===== src/rtl/exp5_detector_jogada_pkg.sv =====
// Shared FSM state codes and helpers for the play detector.
// The debug 7-segment decoder depends on these exact encodings.
package exp5_detector_jogada_pkg;

  typedef enum logic [1:0] {
    OCIOSO = 2'b00,
    FILTRA = 2'b01,
    PULSO  = 2'b10,
    SOLTA  = 2'b11
  } estado_t;

  // Returns true only when exactly one button is pressed.
  function automatic logic one_hot4(input logic [3:0] v);
    return (v != 4'b0000) && ((v & (v - 4'd1)) == 4'b0000);
  endfunction

endpackage


===== src/rtl/exp5_detector_jogada_contador_m.sv =====
// Modulo-M counter with synchronous clear and enable.
// It saturates at M-1 and never wraps; o_fim flags the terminal count.
module contador_m #(
  parameter int M = 4,
  parameter int W = 2
) (
  input  logic i_clock,
  input  logic i_reset,
  input  logic i_zera,
  input  logic i_conta,
  output logic o_fim
);

  logic [W-1:0] r_q;

  assign o_fim = (r_q == W'(M - 1));

  always_ff @(posedge i_clock or posedge i_reset) begin
    if (i_reset)                 r_q <= '0;
    else if (i_zera)             r_q <= '0;
    else if (i_conta && !o_fim)  r_q <= r_q + W'(1);
  end

endmodule


===== src/rtl/exp5_detector_jogada.sv =====
// Turns the four raw player buttons into a debounced one-cycle play pulse plus a held one-hot code.
// It also runs the play timeout that drives fimTempo.
module exp5_detector_jogada
  import exp5_detector_jogada_pkg::*;
#(
  parameter int DEBOUNCE = 50000,
  parameter int TIMEOUT  = 150000000,
  parameter int WT       = 28
) (
  input  logic       clock,
  input  logic       reset,
  input  logic [3:0] botoes,
  input  logic       zeraT,
  input  logic       contaT,
  output logic       jogada,
  output logic [3:0] botao_reg,
  output logic       fimTempo,
  output logic [1:0] db_estado
);

  localparam int WD = $clog2(DEBOUNCE);

  logic [3:0] r_sync1, r_sync2, r_cand, r_botao;
  logic       r_fim;
  estado_t    r_estado, w_prox;
  logic [3:0] w_bs;
  logic       w_db_zera, w_db_conta, w_db_fim, w_carrega, w_t_fim;

  assign w_bs = r_sync2;

  always_ff @(posedge clock or posedge reset) begin
    if (reset) begin
      r_sync1 <= 4'b0000;
      r_sync2 <= 4'b0000;
    end else begin
      r_sync1 <= botoes;
      r_sync2 <= r_sync1;
    end
  end

  always_ff @(posedge clock or posedge reset) begin
    if (reset) begin
      r_estado <= OCIOSO;
      r_cand   <= 4'b0000;
      r_botao  <= 4'b0000;
    end else begin
      r_estado <= w_prox;
      if (r_estado == OCIOSO && w_bs != 4'b0000) r_cand <= w_bs;
      if (w_carrega) r_botao <= r_cand;
    end
  end

  // The debounce count restarts on every state change, and in SOLTA on any nonzero input.
  always_comb begin
    w_prox     = r_estado;
    w_db_conta = 1'b0;
    w_carrega  = 1'b0;
    case (r_estado)
      OCIOSO: if (w_bs != 4'b0000) w_prox = FILTRA;
      FILTRA: begin
        if (w_bs != r_cand) w_prox = OCIOSO;
        else if (w_db_fim) begin
          if (one_hot4(r_cand)) begin
            w_prox    = PULSO;
            w_carrega = 1'b1;
          end else begin
            w_prox = SOLTA;
          end
        end else w_db_conta = 1'b1;
      end
      PULSO:  w_prox = SOLTA;
      SOLTA: begin
        if (w_bs == 4'b0000) begin
          if (w_db_fim) w_prox = OCIOSO;
          else          w_db_conta = 1'b1;
        end
      end
      default: w_prox = OCIOSO;
    endcase
    w_db_zera = (w_prox != r_estado) || (r_estado == SOLTA && w_bs != 4'b0000);
  end

  contador_m #(.M(DEBOUNCE), .W(WD)) u_debounce (
    .i_clock (clock),
    .i_reset (reset),
    .i_zera  (w_db_zera),
    .i_conta (w_db_conta),
    .o_fim   (w_db_fim)
  );

  contador_m #(.M(TIMEOUT), .W(WT)) u_timeout (
    .i_clock (clock),
    .i_reset (reset),
    .i_zera  (zeraT),
    .i_conta (contaT && !r_fim),
    .o_fim   (w_t_fim)
  );

  always_ff @(posedge clock or posedge reset) begin
    if (reset)                  r_fim <= 1'b0;
    else if (zeraT)             r_fim <= 1'b0;
    else if (contaT && w_t_fim) r_fim <= 1'b1;
  end

  assign jogada    = (r_estado == PULSO);
  assign botao_reg = r_botao;
  assign fimTempo  = r_fim;
  assign db_estado = r_estado;

endmodule


===== config.mk =====
export PLATFORM = sky130hd
export DESIGN_NAME = exp5_detector_jogada
export DESIGN_NICKNAME = d
export VERILOG_FILES = /design/src/rtl/exp5_detector_jogada_pkg.sv /design/src/rtl/exp5_detector_jogada_contador_m.sv /design/src/rtl/exp5_detector_jogada.sv
export SDC_FILE = /design/constraint.sdc
export NUM_CORES = 1
export LEC_CHECK = 0
export ABC_AREA = 1
export CAP_MARGIN = 20
export CORE_MARGIN = 2
export CORE_UTILIZATION = 46
export DETAILED_ROUTE_END_ITERATION = 12
export GPL_ROUTABILITY_DRIVEN = 0
export PLACE_DENSITY = 0.66
export SETUP_SLACK_MARGIN = 0.1
export SYNTH_ARGS = -nofsm -noshare
export SYNTH_HDL_FRONTEND = slang
export SYNTH_HIERARCHICAL = 1
export SYNTH_SLANG_ARGS = --single-unit

===== constraint.sdc =====
create_clock -name clock -period 2 [get_ports clock]
set_input_delay 0.4 -clock clock [delete_from_list [all_inputs] [get_ports clock]]
set_output_delay 0.4 -clock clock [all_outputs]
set_load 0.005 [all_outputs]

==> impl_metrics.env, run 1 <==
export IMPL_grt_use_met1_pct=27.1
export IMPL_die_area_um2=9410
export IMPL_max_cap_viol_count=0
export IMPL_worstMarginPinSlew_ps=386
export IMPL_io_buffers=15
export IMPL_coreArea_um2=8300
export IMPL_top_regs="u_timeout/r_q x28, u_debounce/r_q x16"
export IMPL_clk_pin_slew_ps=80
export IMPL_drv_slew=0
export IMPL_outcome="finished, violations left"
export IMPL_tritoncts="done"
export IMPL_netlist_area_um2=3980
export IMPL_syn_avg_cell_area_um2=6.84
export IMPL_ys_flop_type="dfrtp_1"
export IMPL_largest_reg_flops=28
export IMPL_hold_viol_final=0
export IMPL_required_ps=2230
export IMPL_viasPerCell=5.07
export IMPL_multiInputGateArea_um2=2200
export IMPL_grt_overflow_total=0
export IMPL_power_share_sequential_pct=39.2
export IMPL_grt_pass1_wl_mm=16.4
export IMPL_regMostFlops="u_timeout/r_q"
export IMPL_rows=33
export IMPL_final_util_pct=58.1
export IMPL_crit_top_cell="nand2_2"
export IMPL_arrival_ps=2240
export IMPL_cts_inserted_buffers=9
export IMPL_yosysUniqueCellTypes=37
export IMPL_fmax_ghz=0.498
export IMPL_drt_iter0_markers=159
export IMPL_pwr_share_comb_pct=29.4
export IMPL_wl_mm=9.64
export IMPL_critPathCaptureType="register"
export IMPL_grt_max_degree=29
export IMPL_synthCells=582
export IMPL_nFillCells=765
export IMPL_use_met2_pct=35.4
export IMPL_min_path_type="reg -> reg"
export IMPL_fin_crit_ps=2010
export IMPL_areaGrowthSynthToFinish_pct=21.1
export IMPL_dp_final_hpwl_mm=6.55
export IMPL_crit_chain="ha_2, nand3_2, nor2_4, nand2_2, inv_4, inv_4, nor2_4, nand2_1, nand2_1, o21ai_2, nand3_2, clkinv_4, nand2_8, clkinv_8, nand2_2, nand2_2"
export IMPL_irDropWorstVdd_uv=342
export IMPL_grt_busiest_layer="met2"
export IMPL_power_switching_share_pct=35.9
export IMPL_holdBufCountCts=0
export IMPL_yosysSeqAreaShare_pct=39.6
export IMPL_grt_pass1_vias=3672
export IMPL_die_w_um=97.0
export IMPL_die_h_um=97.0
export IMPL_antenna_left=0
export IMPL_synth_edf_count=0
export IMPL_fin_crit_sh_pct=100
export IMPL_r2r_setup_slack_ps=-9
export IMPL_num_vias=3767
export IMPL_clockBufferDepth=2
export IMPL_syn_nets=592
export IMPL_crit_path_max_incr_delay_ps=370
export IMPL_post_route_drc_count=0
export IMPL_clk_latency_ps=350
export IMPL_clkPwrFrac_pct=31.4
export IMPL_worst_setup_path_start_kind="register"
export IMPL_slowest_stage="dfrtp_1"
export IMPL_holdPathStages=0
export IMPL_wl_per_cell_um=13.0
export IMPL_grt_usage_pct=21.1
export IMPL_met3_usage_pct=3.97
export IMPL_antenna_found_initial=0
export IMPL_violations="negative setup slack"
export IMPL_clkSinkCount=63
export IMPL_htree_levels=3
export IMPL_start_util_pct=47.9
export IMPL_ff2ff_path_depth=16
export IMPL_yosysWarnings=6
export IMPL_ys_seq_elements=63
export IMPL_first_pass_iters=5
export IMPL_setup_ws_ps=-8.67
export IMPL_nets=643
export IMPL_drive_gt1_share_pct=16.9
export IMPL_hold_ws_ps=353
export IMPL_final_setup_tns_ps=-8.67
export IMPL_rsz0062_at_grt="yes"
export IMPL_cts_root_buffer="clkbuf_8"
export IMPL_relSlewSlack_pct=74.2
export IMPL_p_per_area_nw_per_um2=761
export IMPL_critPathKind="reg -> reg"
export IMPL_power_switching_uw=1320
export IMPL_io_pins=16
export IMPL_crit_fanout=8
export IMPL_p_int_uw=2350
export IMPL_finalSetupViolCount=1
export IMPL_diodes=0
export IMPL_skew_ps=7.02
export IMPL_finalPower_uw=3670
export IMPL_seq_area_um2=1580
export IMPL_async_flop_share_pct=100
export IMPL_power_leakage_uw=0.00238
[critical path: cells and delay by family, from the launching register on]
family	cells	cell delay, ps
compound gates	1	60
fa+ha+maj	1	200
buf+inv	4	350
flops	1	370
simple gates	10	920
[metal layers]
metal	vias up	share of wire (%)
li1	1925	-
met1	1744	46
met2	80	48
met3	18	4.2
met4	0	2.3
met5	-	0
[layout make-up]
| cell class | instances | area share, % |
|---|---|---|
| clock buffer | 9 | 2.57 |
| clock inverter | 7 | 1.61 |
| inverter | 61 | 5.32 |
| multi-input combinational | 449 | 45.7 |
| sequential | 63 | 32.7 |
| tap | 105 | 2.73 |
| timing repair buffer | 48 | 9.14 |
| timing repair inverter | 1 | 0.182 |
[stage by stage]
step           setup WS (ps)  std cells  cell area (µm²)
2_1_floorplan           61.4        582             4000
3_3_place_gp            15.9        715             4400
3_5_place_dp           -64.9        715             4400
4_1_cts                 87.4        736             4660
5_1_grt                 -132        743             4820
6_report               -8.67        743             4820
[layout by cell type (no fill, tap or decap), drive strengths merged, types with 2 or more instances in the layout]
| cell | n |
|---|---|
| nand2 | 243 |
| nor2 | 90 |
| dfrtp | 63 |
| inv | 61 |
| nand3 | 38 |
| buf | 32 |
| nand4 | 24 |
| o21ai | 16 |
| clkdlybuf4s50 | 15 |
| xor2 | 14 |
| clkbuf | 10 |
| clkinv | 6 |
| o21bai | 5 |
| a21oi | 5 |
| and2 | 3 |
| nor3 | 2 |
| ha | 2 |
[final timing paths]
path | startpoint | end
max | u_debounce/r_q[1] | u_debounce/r_q[9]
min | r_sync1[3] | r_sync2[3]
max reg2reg | u_debounce/r_q[1] | u_debounce/r_q[9]
min reg2reg | r_sync1[3] | r_sync2[3]
max in group asynchronous | reset | u_timeout/r_q[10]
min in group asynchronous | reset | db_estado[1]
[power groups by stage]
stage                     Sequential [µW]  Combinational [µW]  Clock [µW]
after detailed placement             1460                 816           0
final                                1440                1080        1150
after global placement               1460                 801           0
after CTS                            1440                 848        1200
after global routing                 1450                1180        1250
after floorplan                      1440                 604           0
[timing repair]
item,4_1_cts,5_1_grt
resized for setup,4,26
cloned,0,2
setup buffers,5,5
pin swaps,1,7
endpoints found under the setup margin,17,20
[logic make-up (layout without fill, tap and decap cells)]
family / count (synthesis) / in the layout / share of synthesized area (%)
and+or+nand+nor: 402 / 402 / 44.2
buffers and inverters: 70 / 126 / 7.48
DFF: 63 / 63 / 39.6
AOI/OAI and AO/OA: 30 / 30 / 4.72
xor gates and xnor gates: 15 / 15 / 3.30
adders and majority gates: 2 / 2 / 0.629
[synth_stat cells, types with 4 or more instances]
library cell  count  share of area, %
xor2_1           14               3.1
o21bai_1          5              0.94
nand2_2          10               1.6
a21oi_1           4              0.50
nor2_2            5              0.79
nand2_4           5               1.4
nor2_4            4               1.1
inv_1            56               5.3
nor2_1           80               7.5
nand3_1          37               4.7
dfrtp_1          63                40
nand2_1         228                22
o21ai_0          12               1.5
nand4_1          24               3.8
No activity file was read; power rests on OpenSTA's default activity.
==> run 2: changes to the inputs <==
--- a/config.mk
+++ b/config.mk
@@ -7,11 +7,13 @@
 export LEC_CHECK = 0
 export ABC_AREA = 1
 export CAP_MARGIN = 20
+export CELL_PAD_IN_SITES_DETAIL_PLACEMENT = 1
+export CELL_PAD_IN_SITES_GLOBAL_PLACEMENT = 1
 export CORE_MARGIN = 2
-export CORE_UTILIZATION = 46
+export CORE_UTILIZATION = 40
 export DETAILED_ROUTE_END_ITERATION = 12
 export GPL_ROUTABILITY_DRIVEN = 0
-export PLACE_DENSITY = 0.66
+export PLACE_DENSITY_LB_ADDON = 0.1
 export SETUP_SLACK_MARGIN = 0.1
 export SYNTH_ARGS = -nofsm -noshare
 export SYNTH_HDL_FRONTEND = slang
==> impl_metrics.env, run 2 (synthesis gave the netlist of run 1 again) <==
export IMPL_crit_chain="ha_2, nand3_2, nor2_4, nand2_2, inv_2, inv_2, nor2_1, nand3_1, nand2_1, nand2_1, nand3_2, clkinv_4, nand2_8, clkinv_8, nand2_2, nand2_1"
export IMPL_slowest_stage="dfrtp_1"
export IMPL_fin_crit_sh_pct=107
export IMPL_crit_top_cell="nand2_1"
export IMPL_grt_usage_pct=22.8
export IMPL_wl_per_cell_um=15.2
export IMPL_critPathCaptureType="register"
export IMPL_io_pins=16
export IMPL_top_regs="u_timeout/r_q x28, u_debounce/r_q x16"
export IMPL_clkSinkCount=63
export IMPL_critPathKind="reg -> reg"
export IMPL_drt_iter0_markers=122
export IMPL_relSlewSlack_pct=58.9
export IMPL_grt_pass1_vias=4311
export IMPL_clk_pin_slew_ps=80
export IMPL_areaGrowthSynthToFinish_pct=26.2
export IMPL_clk_latency_ps=360
export IMPL_layout_common_cells="nand2_1, nor2_1, dfrtp_1, buf_4, inv_1"
export IMPL_finalPower_uw=3890
export IMPL_skew_ps=17.7
export IMPL_dp_final_hpwl_mm=8.48
export IMPL_r2r_end="u_debounce/r_q[7]"
export IMPL_worst_setup_path_start_kind="register"
export IMPL_start_util_pct=40.9
export IMPL_p_per_area_nw_per_um2=775
export IMPL_grt_max_degree=29
export IMPL_die_h_um=104
export IMPL_max_cap_viol_count=0
export IMPL_htree_levels=3
export IMPL_post_route_drc_count=0
export IMPL_wl_mm=12.1
export IMPL_finalSetupViolCount=16
export IMPL_holdBufCountCts=0
export IMPL_worstMarginPinSlew_ps=613
export IMPL_required_ps=2250
export IMPL_first_pass_iters=4
export IMPL_tritoncts="done"
export IMPL_min_path_type="reg -> reg"
export IMPL_antenna_left=0
export IMPL_worst_hold_path_endpoint="r_sync2[2]"
export IMPL_dp_cells=769
export IMPL_ff2ff_path_depth=16
export IMPL_die_area_um2=10800
export IMPL_crit_path_max_incr_delay_ps=360
export IMPL_hold_viol_final=0
export IMPL_grt_overflow_total=0
export IMPL_viasPerCell=5.02
export IMPL_arrival_ps=2400
export IMPL_grt_pass1_wl_mm=20.0
export IMPL_regMostFlops="u_timeout/r_q"
export IMPL_outcome="finished, violations left"
export IMPL_r2r_start="u_debounce/r_q[0]"
export IMPL_drive_gt1_share_pct=19.8
export IMPL_io_buffers=15
export IMPL_final_setup_tns_ps=-1790
export IMPL_coreArea_um2=9730
export IMPL_nets=667
export IMPL_cts_inserted_buffers=9
export IMPL_crit_fanout=7
export IMPL_setup_ws_ps=-145
export IMPL_layout_commonest_cell="nand2_1"
export IMPL_r2r_setup_slack_ps=-150
export IMPL_rows=36
export IMPL_cts_root_buffer="clkbuf_8"
export IMPL_crit_family="simple AND/OR/NAND/NOR gates"
export IMPL_fmax_ghz=0.466
export IMPL_drv_slew=0
export IMPL_antenna_found_initial=0
export IMPL_die_w_um=104
export IMPL_crit_buf_inv=4
export IMPL_hold_ws_ps=353
export IMPL_rsz0062_at_grt="yes"
export IMPL_irDropWorstVdd_uv=352
export IMPL_diodes=0
export IMPL_clockBufferDepth=2
export IMPL_num_vias=3993
export IMPL_holdPathStages=0
export IMPL_fin_crit_ps=2150
export IMPL_largest_reg_flops=28
export IMPL_min_from="r_sync1[2]"
export IMPL_nFillCells=1299
export IMPL_power_leakage_uw=0.00253
export IMPL_violations="negative setup slack"
export IMPL_instances_no_fill=795
==> run 2: layout make-up <==
type | instances | area (µm²) | area share, %
clock buffer | 14 | 173 | 3.44
sequential | 63 | 1580 | 31.4
tap | 133 | 166 | 3.31
timing repair inverter | 1 | 16.3 | 0.324
inverter | 61 | 251 | 5.01
timing repair buffer | 72 | 611 | 12.2
clock inverter | 2 | 37.5 | 0.747
multi-input combinational | 449 | 2190 | 43.6
==> run 2: worst max-delay path by stage <==
| stage | from | cells after the start | endpoint |
|---|---|---|---|
| final | u_debounce/r_q[0] | 16 | u_debounce/r_q[7] |
| after global routing | u_debounce/r_q[1] | 16 | u_debounce/r_q[12] |
| after CTS | u_debounce/r_q[1] | 15 | u_debounce/r_q[0] |
| after detailed placement | u_debounce/r_q[1] | 10 | u_debounce/r_q[10] |
| after global placement | u_debounce/r_q[1] | 10 | u_debounce/r_q[11] |
| after floorplan | u_debounce/r_q[1] | 17 | u_debounce/r_q[10] |
==> run 2: through the flow <==
stage | util [%] | setup slack, ps | area [µm²]
floorplan | - | 61.4 | 4000
global placement | 47.5 | -186 | 4620
detailed placement | 47.5 | -300 | 4620
CTS | 50.2 | -2.80 | 4890
global route | 51.6 | -279 | 5020
finish | 51.6 | -145 | 5020
==> run 2: power by group <==
group	internal, µW	switching (µW)	leakage [µW]	total [µW]
combinational	513	768	0.00158	1280
sequential	1340	61.3	0.000850	1400
clock	680	530	0.000103	1210
==> run 2: worst register-to-register path: stages, from the launching register on <==
cell	delay (ps)
dfrtp_1	360
ha_2	220
nand3_2	120
nor2_4	120
nand2_2	70
inv_2	80
inv_2	60
nor2_1	150
nand3_1	120
nand2_1	90
nand2_1	70
nand3_2	100
clkinv_4	110
nand2_8	140
clkinv_8	100
nand2_2	70
nand2_1	70
==> run 2: routing by layer <==
metal	vias to the layer above	wire length (µm)	global-route usage, %
met4	0	209	7.82
met5	-	0	0
li1	1973	-	-
met3	20	325	4.53
met2	51	6300	40.7
met1	1949	5290	27.3
==> run 2: timing repair <==
action                     in CTS  in global routing
hold endpoints to repair        0                  0
setup endpoints to repair      18                 16
pin swaps                       8                 16
gates cloned                    0                  2
buffers inserted                3                  5
resized for setup              13                 18
==> edit (config.mk and constraints of run 1) <==
`DEBOUNCE`: 50000 -> 100000.
--- a/src/rtl/exp5_detector_jogada.sv
+++ b/src/rtl/exp5_detector_jogada.sv
@@ -3,7 +3,7 @@
 module exp5_detector_jogada
   import exp5_detector_jogada_pkg::*;
 #(
-  parameter int DEBOUNCE = 50000,
+  parameter int DEBOUNCE = 100000,
   parameter int TIMEOUT  = 150000000,
   parameter int WT       = 28
 ) (
Formal check against the unedited RTL: no difference found for any inputs over 10 cycles, from zero or initial values and one cycle with reset high; that may be too few to reach the edited logic, so the function may still have changed.
==> edit against run 1 <==
The flow still finishes with violations (setup timing). Die area increased by 2.6%. Setup slack got worse by 83 ps. Worst hold slack got worse by 1.4 ps. Cell area increased by 6.9%. Synthesized area increased by 2.7%. Global-route usage increased by 1.2 points. Sequential cell count increased by 1. Routed wire length increased by 3.0%. Total power increased by 13%. Critical path type unchanged. Largest power group unchanged.
==> edit: results (changes against run 1) <==
- Ys flop type: dfrtp_1 (unchanged)
- Seq area share: 31.11% (was 32.74%)
- Regs by FF count: u_timeout/r_q: 28 flops, u_debounce/r_q: 17 flops (was u_timeout/r_q: 28 flops, u_debounce/r_q: 16 flops)
- Wire length on met2: 5024 microns (was 4599 microns)
- Leak Pwr: 2.512 nW (was 2.380 nW)
- FILL cells: 801 (was 765)
- Clock tree cell share of total cell area: 4.832% (was 4.181%)
- Crit path from: u_debounce/r_q[0] (was u_debounce/r_q[1])
- Vias in the first global route: 3920 (was 3672)
- Nonclk inv count: 69 (was 62)
- Worst slack, placed: -85.93 ps (was -64.87 ps)
- Setup ws final: -91.59 ps (was -8.673 ps)
- Metal-1 WL: 4443 microns (was 4414 microns)
- Crit path to: u_debounce/r_q[6] (was u_debounce/r_q[9])
- Top area cells in the synthesized netlist: dfrtp_1 39%, nand2_1 20%, nand3_1 7.5% (was dfrtp_1 40%, nand2_1 22%, nor2_1 7.5%)
- Reg2reg path depth: 13 (was 16)
- M3 GR Usage: 4.009% (was 3.974%)
- Synth Area in Adders: 0.6126% (was 0.6289%)
- Seq/Total Area, Yosys: 39.20% (was 39.62%)
- WP data arrival: 2370 ps (was 2240 ps)
- Actual slew at the worst max-slew pin: 378.2 ps (was 386.2 ps)
- Post-synth top cells: 215 x nand2_1, 79 x nor2_1, 64 x dfrtp_1 (was 228 x nand2_1, 80 x nor2_1, 63 x dfrtp_1)
- Fraction of area in multi-input gates: 44.24% (was 45.70%)
- Layout cells sized above 1: 21.27% (was 16.93%)
- Synth Net Count: 610 (was 592)
- Synth Area in XOR/XNOR: 2.358% (was 3.302%)
- Final setup fails: 15 (was 1)
- Netlist cell types: 36 (was 37)
- #MultiIn Comb: 459 (was 449)
- Final nets: 682 (was 643)
- Starting DRC count in detailed routing: 133 (was 159)
- Worst vdd ir: 363.0 uV (was 342.3 uV)
- Met2 usage: 39.62% (was 35.42%)
- Failing checks: setup timing (unchanged)
- Clock Skew: 14.46 ps (was 7.016 ps)
- Status: complete, but fails checks (unchanged)
- Synth Area in Compound Gates: 4.655% (was 4.717%)
- CTS sink count: 64 (was 63)
- GRT Util Overall: 22.28% (was 21.12%)
- GR met1 Demand/Resource: 26.49% (was 27.13%)
edit: timing repair:
| item | in CTS | in global routing |
|---|---|---|
| setup endpoints to repair | 18 | 22 |
| setup buffers | 6 | 6 |
| pin swaps | 20 | 11 |
| gates resized for setup | 19 | 12 |
| gates cloned | 1 | 0 |
edit: stage by stage:
stage          util, %  setup TNS (ps)  cell area [sq um]  hold WS, ps  std cells
6_report         59.37          -764.7               5152        351.8        785
5_1_grt          59.37           -3510               5152        360.5        785
4_1_cts          58.38          -508.8               5066        354.0        780
3_5_place_dp     54.21          -878.7               4705        336.2        757
3_3_place_gp     54.21          -3.799               4705        332.2        757
2_1_floorplan        -               0               4173        326.1        600
edit: report_power, final:
part,total [W],switching [W],internal (W)
registers,0.00146,0.0000993,0.00136
logic,0.00124,0.000713,0.000530
clock network,0.00143,0.000586,0.000843
total,0.00413,0.00140,0.00273
